File: src/rtl/ram_fifo_pkg.sv
// Shared sizing constants for the RAM-backed FIFO controller.
package ram_fifo_pkg;

    localparam int unsigned ADDR_W_DEF = 8;
    localparam int unsigned DATA_W_DEF = 8;
    localparam int unsigned DEPTH_DEF  = 2 ** ADDR_W_DEF;

    // Occupancy width of the small output skid buffer (0..2 entries).
    localparam int unsigned BUF_CNT_W  = 2;

endpackage

File: src/rtl/ram_fifo_ctrl_if.sv
// Producer, consumer and dual-port RAM signals of the FIFO controller.
interface ram_fifo_ctrl_if
    import ram_fifo_pkg::*;
#(
    parameter int unsigned ADDR_W = ADDR_W_DEF,
    parameter int unsigned DATA_W = DATA_W_DEF
) ();

    logic              wr_valid;
    logic              wr_ready;
    logic [DATA_W-1:0] wr_data;
    logic              rd_valid;
    logic              rd_ready;
    logic [DATA_W-1:0] rd_data;
    logic [ADDR_W-1:0] addr1;
    logic [DATA_W-1:0] data_in1;
    logic              write_en1;
    logic [ADDR_W-1:0] addr2;
    logic              write_en2;
    logic [DATA_W-1:0] data_in2;
    logic [DATA_W-1:0] data_out2;
    logic [ADDR_W:0]   count;
    logic              full;
    logic              empty;

    // Controller side.
    modport slave (
        input  wr_valid, wr_data, rd_ready, data_out2,
        output wr_ready, rd_valid, rd_data, addr1, data_in1, write_en1,
               addr2, write_en2, data_in2, count, full, empty
    );

    // Producer / consumer / RAM side.
    modport master (
        output wr_valid, wr_data, rd_ready, data_out2,
        input  wr_ready, rd_valid, rd_data, addr1, data_in1, write_en1,
               addr2, write_en2, data_in2, count, full, empty
    );

endinterface

File: src/rtl/fifo_out_buf.sv
// Two-entry FIFO that holds words fetched from the RAM until consumed.
module fifo_out_buf
    import ram_fifo_pkg::*;
#(
    parameter int unsigned DATA_W = DATA_W_DEF
) (
    input  logic                 clk,
    input  logic                 rst,
    input  logic                 i_push,
    input  logic                 i_pop,
    input  logic [DATA_W-1:0]    i_data,
    output logic [DATA_W-1:0]    o_data,
    output logic [BUF_CNT_W-1:0] o_cnt
);

    logic [DATA_W-1:0]    r_mem [2];
    logic                 r_head;
    logic [BUF_CNT_W-1:0] r_cnt;
    logic                 w_tail;

    // The controller never pushes into a full buffer, so tail = head + cnt mod 2.
    assign w_tail = r_head ^ r_cnt[0];

    // Storage: data needs no reset, occupancy decides what is valid.
    always_ff @(posedge clk) begin
        if (i_push) begin
            r_mem[w_tail] <= i_data;
        end
    end

    // Head pointer and occupancy.
    always_ff @(posedge clk or posedge rst) begin
        if (rst) begin
            r_head <= 1'b0;
            r_cnt  <= '0;
        end else begin
            if (i_pop) begin
                r_head <= ~r_head;
            end
            case ({i_push, i_pop})
                2'b10:   r_cnt <= r_cnt + BUF_CNT_W'(1);
                2'b01:   r_cnt <= r_cnt - BUF_CNT_W'(1);
                default: r_cnt <= r_cnt;
            endcase
        end
    end

    assign o_data = r_mem[r_head];
    assign o_cnt  = r_cnt;

endmodule

File: src/rtl/ram_fifo_ctrl.sv
// FIFO controller storing entries in an external dual-port RAM, with a
// two-entry output buffer hiding the one-cycle RAM read latency.
module ram_fifo_ctrl
    import ram_fifo_pkg::*;
#(
    parameter int unsigned ADDR_W = ADDR_W_DEF,
    parameter int unsigned DATA_W = DATA_W_DEF
) (
    input  logic            clk,
    input  logic            rst,
    ram_fifo_ctrl_if.slave  bus
);

    localparam int unsigned CNT_W = ADDR_W + 1;
    localparam logic [CNT_W-1:0] DEPTH_C = CNT_W'(2 ** ADDR_W);

    logic [ADDR_W-1:0]    r_wr_ptr;
    logic [ADDR_W-1:0]    r_rd_ptr;
    logic [CNT_W-1:0]     r_mem_cnt;
    logic [CNT_W-1:0]     r_count;
    logic                 r_inflight;

    logic                 w_full;
    logic                 w_push;
    logic                 w_pop;
    logic                 w_fetch;
    logic [2:0]           w_occ_after;
    logic [BUF_CNT_W-1:0] w_buf_cnt;
    logic [DATA_W-1:0]    w_buf_data;

    assign w_full = (r_count == DEPTH_C);
    // Gated by rst so no RAM write can escape while reset is held.
    assign w_push = bus.wr_valid && !w_full && !rst;
    assign w_pop  = (w_buf_cnt != '0) && bus.rd_ready;

    // Fetch only if the word will still fit once it lands next cycle.
    assign w_occ_after = 3'(w_buf_cnt) + 3'(r_inflight) - 3'(w_pop);
    assign w_fetch     = (r_mem_cnt != '0) && (w_occ_after < 3'd2);

    assign bus.wr_ready  = !w_full;
    assign bus.addr1     = r_wr_ptr;
    assign bus.data_in1  = bus.wr_data;
    assign bus.write_en1 = w_push;
    assign bus.addr2     = r_rd_ptr;
    assign bus.write_en2 = 1'b0;
    assign bus.data_in2  = '0;
    assign bus.rd_valid  = (w_buf_cnt != '0);
    assign bus.rd_data   = w_buf_data;
    assign bus.count     = r_count;
    assign bus.full      = w_full;
    assign bus.empty     = (r_count == '0);

    // RAM pointers, committed-entry count and read-in-flight flag.
    always_ff @(posedge clk or posedge rst) begin
        if (rst) begin
            r_wr_ptr   <= '0;
            r_rd_ptr   <= '0;
            r_mem_cnt  <= '0;
            r_inflight <= 1'b0;
        end else begin
            if (w_push) begin
                r_wr_ptr <= r_wr_ptr + ADDR_W'(1);
            end
            if (w_fetch) begin
                r_rd_ptr <= r_rd_ptr + ADDR_W'(1);
            end
            case ({w_push, w_fetch})
                2'b10:   r_mem_cnt <= r_mem_cnt + CNT_W'(1);
                2'b01:   r_mem_cnt <= r_mem_cnt - CNT_W'(1);
                default: r_mem_cnt <= r_mem_cnt;
            endcase
            r_inflight <= w_fetch;
        end
    end

    // Total occupancy seen by producer and consumer.
    always_ff @(posedge clk or posedge rst) begin
        if (rst) begin
            r_count <= '0;
        end else begin
            case ({w_push, w_pop})
                2'b10:   r_count <= r_count + CNT_W'(1);
                2'b01:   r_count <= r_count - CNT_W'(1);
                default: r_count <= r_count;
            endcase
        end
    end

    fifo_out_buf #(
        .DATA_W (DATA_W)
    ) u_buf (
        .clk    (clk),
        .rst    (rst),
        .i_push (r_inflight),
        .i_pop  (w_pop),
        .i_data (bus.data_out2),
        .o_data (w_buf_data),
        .o_cnt  (w_buf_cnt)
    );

endmodule
File: src/flat_wrapper.sv
// flat-port wrapper written by rule: the top's interface ports become plain ports
module ram_fifo_ctrl_flat import ram_fifo_pkg::*;
#(
    parameter int unsigned ADDR_W = ADDR_W_DEF,
    parameter int unsigned DATA_W = DATA_W_DEF
)
  (clk, rst, bus_wr_valid, bus_wr_data, bus_rd_ready, bus_data_out2, bus_wr_ready, bus_rd_valid, bus_rd_data, bus_addr1, bus_data_in1, bus_write_en1, bus_addr2, bus_write_en2, bus_data_in2, bus_count, bus_full, bus_empty);
  ram_fifo_ctrl_if #(.ADDR_W(ADDR_W), .DATA_W(DATA_W)) bus_i ();
  input  logic clk;
  input  logic rst;
  input wire logic [$bits(bus_i.wr_valid)-1:0] bus_wr_valid;
  input wire logic [$bits(bus_i.wr_data)-1:0] bus_wr_data;
  input wire logic [$bits(bus_i.rd_ready)-1:0] bus_rd_ready;
  input wire logic [$bits(bus_i.data_out2)-1:0] bus_data_out2;
  output wire logic [$bits(bus_i.wr_ready)-1:0] bus_wr_ready;
  output wire logic [$bits(bus_i.rd_valid)-1:0] bus_rd_valid;
  output wire logic [$bits(bus_i.rd_data)-1:0] bus_rd_data;
  output wire logic [$bits(bus_i.addr1)-1:0] bus_addr1;
  output wire logic [$bits(bus_i.data_in1)-1:0] bus_data_in1;
  output wire logic [$bits(bus_i.write_en1)-1:0] bus_write_en1;
  output wire logic [$bits(bus_i.addr2)-1:0] bus_addr2;
  output wire logic [$bits(bus_i.write_en2)-1:0] bus_write_en2;
  output wire logic [$bits(bus_i.data_in2)-1:0] bus_data_in2;
  output wire logic [$bits(bus_i.count)-1:0] bus_count;
  output wire logic [$bits(bus_i.full)-1:0] bus_full;
  output wire logic [$bits(bus_i.empty)-1:0] bus_empty;
  assign bus_i.wr_valid = bus_wr_valid;
  assign bus_i.wr_data = bus_wr_data;
  assign bus_i.rd_ready = bus_rd_ready;
  assign bus_i.data_out2 = bus_data_out2;
  assign bus_wr_ready = bus_i.wr_ready;
  assign bus_rd_valid = bus_i.rd_valid;
  assign bus_rd_data = bus_i.rd_data;
  assign bus_addr1 = bus_i.addr1;
  assign bus_data_in1 = bus_i.data_in1;
  assign bus_write_en1 = bus_i.write_en1;
  assign bus_addr2 = bus_i.addr2;
  assign bus_write_en2 = bus_i.write_en2;
  assign bus_data_in2 = bus_i.data_in2;
  assign bus_count = bus_i.count;
  assign bus_full = bus_i.full;
  assign bus_empty = bus_i.empty;
  ram_fifo_ctrl #(.ADDR_W(ADDR_W), .DATA_W(DATA_W)) u_core (.clk(clk), .rst(rst), .bus(bus_i));
endmodule
File: config.mk
export PLATFORM = sky130hd
export DESIGN_NAME = ram_fifo_ctrl_flat
export DESIGN_NICKNAME = d
export VERILOG_FILES = /design/src/rtl/ram_fifo_pkg.sv /design/src/rtl/ram_fifo_ctrl_if.sv /design/src/rtl/fifo_out_buf.sv /design/src/rtl/ram_fifo_ctrl.sv /design/src/flat_wrapper.sv
export SDC_FILE = /design/constraint.sdc
export NUM_CORES = 1
export LEC_CHECK = 0
export CORE_MARGIN = 2
export CORE_UTILIZATION = 35
export CTS_CLUSTER_DIAMETER = 30
export DETAILED_ROUTE_END_ITERATION = 10
export PLACE_DENSITY_LB_ADDON = 0.25
export SLEW_MARGIN = 20
export SYNTH_ARGS = -nofsm -noshare
export SYNTH_HDL_FRONTEND = slang
export SYNTH_HIERARCHICAL = 1
export SYNTH_SLANG_ARGS = --single-unit
File: constraint.sdc
create_clock -name clk -period 5 [get_ports clk]
set_input_delay 0.75 -clock clk [delete_from_list [all_inputs] [get_ports clk]]
set_output_delay 0.75 -clock clk [all_outputs]
set_load 0.05 [all_outputs]
==> flow_summary.toml <==
[run_status]
outcome = "completed"

[setup_path]
regToRegSetupSlack_ns = 1.07
startpoint_type = "input pin"
cp-end-kind = "flop"
arrival_ns = 4.23
path_class = "input pin to flop"
critPathRequiredTime_ns = 5.22
critical_path.max_fanout = 5
r2r_start = "u_core/u_buf/o_cnt[0]"
crit_start = "bus_rd_ready"

[detailed_routing]
wl_um = 5840
wl_per_cell_um = 13.1
drt_iter0_drc = 70
vias = 2171
route.detailed.drc = 0
via_per_inst = 4.87
ant_nets = 0
drt_pass1_iterations = 4

[floorplan]
die_h_um = 98.7
fp.dieArea_um2 = 9750
num_io_pins = 75
core_um2 = 8720
die_w_um = 98.7
start_util = 0.360
rows = 34

[yosys]
yosysTopAreaCell = "dfrtp_1"
ys.flop_type = "dfrtp_1"
muxShareOfSynthArea = 0.0502
synth_seq_cells = 54
synthCells = 293
netlist_area_um2 = 3140
synth_area_leaders = "dfrtp_1 30%, edfxtp_1 15%, ha_1 8.0%, xnor2_1 5.3%, buf_4 4.3%"
yosys.area_share.simple = 0.139
async_reset_ff_frac = 0.704
synth_xor_area_frac = 0.0892
synth-compound-area-share = 0.0960
yosysSeqAreaShare = 0.456
synth-edff-count = 16
yosysTopAreaCellShare = 0.303
synth_fa_ha_area_frac = 0.0988
synth_cell_types = 44
syn-mean-instance-area_um2 = 10.7
synth_top_family_by_area = "simple AND/OR/NAND/NOR gates"
ys_warn_count = 6

[cts]
ctsHoldBuffers = 0
clk_pin_slew_ns = 0.10
cts_buffers = 5
cts_resized = 0
clock-sinks = 54
cts_tree = "yes"
cts_setup_buffers = 0
clockBufferDepth = 2
clk_latency_ns = 0.30
cts_max_level = 2
root_buffer = "clkbuf_8"

[finish]
area_growth_pct = 20.0
regArea_um2 = 1430
final_core_util = 0.432
drive_above_1_share = 0.0888
multiInputGateArea_um2 = 1520
layout.nets = 380
num_antenna_cells = 0
nFillCells = 844

[global_routing]
grt_pass1_vias = 2050
grt_usage = 0.123
grt_pass1_wl_um = 9810
gr-total-overflow = 0
grt_max_degree = 36
antenna_found_initial = 0

[timing]
fin_crit_ns = 4.00
hold_viol_final = 0
grt_setup_unrepaired = "false"
tightest_slew_ns = 0.678
maxSlewViolCount = 0
final.setup_skew_ns = 0.00485
slew_headroom = 0.547
period_share = 0.800
max_freq_mhz = 250
setup_viol = 0
totalNegativeSetupSlack_ns = 0

[worst_hold_path]
hp-start = "u_core/bus.addr2[7]"
hold_class = "flop to flop"

[placement]
dp_hpwl_um = 4400
gp_congestion = 0.873
portBuffers = 49

[job]
max_cap_violations = 0
per-stage QoR:
step                std cells  setup slack, ns  area [um2]  hold slack (ns)
finish                    446            0.999        3770            0.472
global route              446            0.750        3770            0.520
detailed placement        438            0.703        3660            0.468
global placement          438            0.752        3660            0.462
floorplan                 301            0.756        3170            0.479
CTS                       446             1.02        3770            0.482
state kept, by name, summed over array words and instances, names as in the netlist:
name / count
u_core/bus.count: 9
u_core/bus.addr1: 8
u_core/r_mem_cnt: 9
u_core/r_inflight: 1
u_core/bus.addr2: 8
u_core/u_buf/r_head: 1
u_core/u_buf/o_cnt: 2
u_core/u_buf/r_mem: 16
cells in the mapped netlist (all sizes together), types with 2 or more instances:
| master | count |
|---|---|
| and3 | 6 |
| a21oi | 13 |
| or2 | 2 |
| nor3 | 8 |
| or3 | 4 |
| o211ai | 7 |
| a211oi | 4 |
| inv | 15 |
| nand2b | 4 |
| and2 | 2 |
| nand3 | 2 |
| xnor2 | 19 |
| clkbuf | 4 |
| nand4 | 8 |
| a31oi | 3 |
| nor2 | 13 |
| o21ai | 16 |
| edfxtp | 16 |
| dfrtp | 38 |
| fa | 3 |
| ha | 20 |
| nand2 | 27 |
| nor4 | 3 |
| xor2 | 13 |
| buf | 19 |
| mux2i | 3 |
| mux2 | 11 |
kinds of logic (layout without fill, tap and decap cells):
| group | Yosys count | in the layout |
|---|---|---|
| AOI/OAI and AO/OA | 49 | 49 |
| xor gates and xnor gates | 32 | 32 |
| adders and majority gates | 23 | 23 |
| buffers and inverters | 38 | 75 |
| DFF | 54 | 54 |
| muxes | 14 | 14 |
| other | 1 | 9 |
| and+or+nand+nor | 82 | 82 |
critical path: stages:
cell and delay, ns:
clkdlybuf4s50_1 0.44, and2_1 0.22, ha_1 0.25, nand2b_1 0.15
fa_1 0.38, xnor2_1 0.14, nand2_1 0.08, a31oi_2 0.17
ha_1 0.26, ha_1 0.32, a211oi_1 0.35, or2_2 0.20
a211oi_1 0.08, or3_1 0.35, o211ai_1 0.08
routing by layer:
metal | track usage | wire [um]
met1 | 0.170 | 2820
met4 | 0.0369 | 65
met2 | 0.198 | 2720
met3 | 0.0213 | 226
met5 | 0 | 0
path summary, 6_finish.rpt:
path | end | depth (start not counted)
min reg2reg | u_core/bus.addr2[7] | 1
max | u_core/r_mem_cnt[8] | 15
min | u_core/bus.addr2[7] | 1
min in group asynchronous | u_core/u_buf/o_cnt[1] | 2
max reg2reg | u_core/r_mem_cnt[8] | 15
max in group asynchronous | u_core/r_inflight | 3
cell type report:
| type | count | area share |
|---|---|---|
| Clock buffer | 6 | 0.0202 |
| Clock inverter | 2 | 0.00962 |
| Inverter | 15 | 0.0149 |
| Multi-Input combinational cell | 209 | 0.404 |
| Sequential cell | 54 | 0.380 |
| Tap cell | 108 | 0.0358 |
| Timing Repair Buffer | 52 | 0.136 |
cell usage in the layout (no fill, tap or decap), drive strengths merged, types with 4 or more instances in the layout:
cell,instances
a211oi,4
nor3,8
nand2,27
mux2,11
xnor2,19
clkdlybuf4s50,49
nand4,8
conb,9
clkbuf,6
or3,4
nand2b,4
o21ai,16
dfrtp,38
o211ai,7
xor2,13
a21oi,13
edfxtp,16
and3,6
nor2,13
ha,20
inv,16
Power is left out: the tool's default activity adds up to more than one toggle a clock period on the data nets, which glitch-free logic cannot reach.
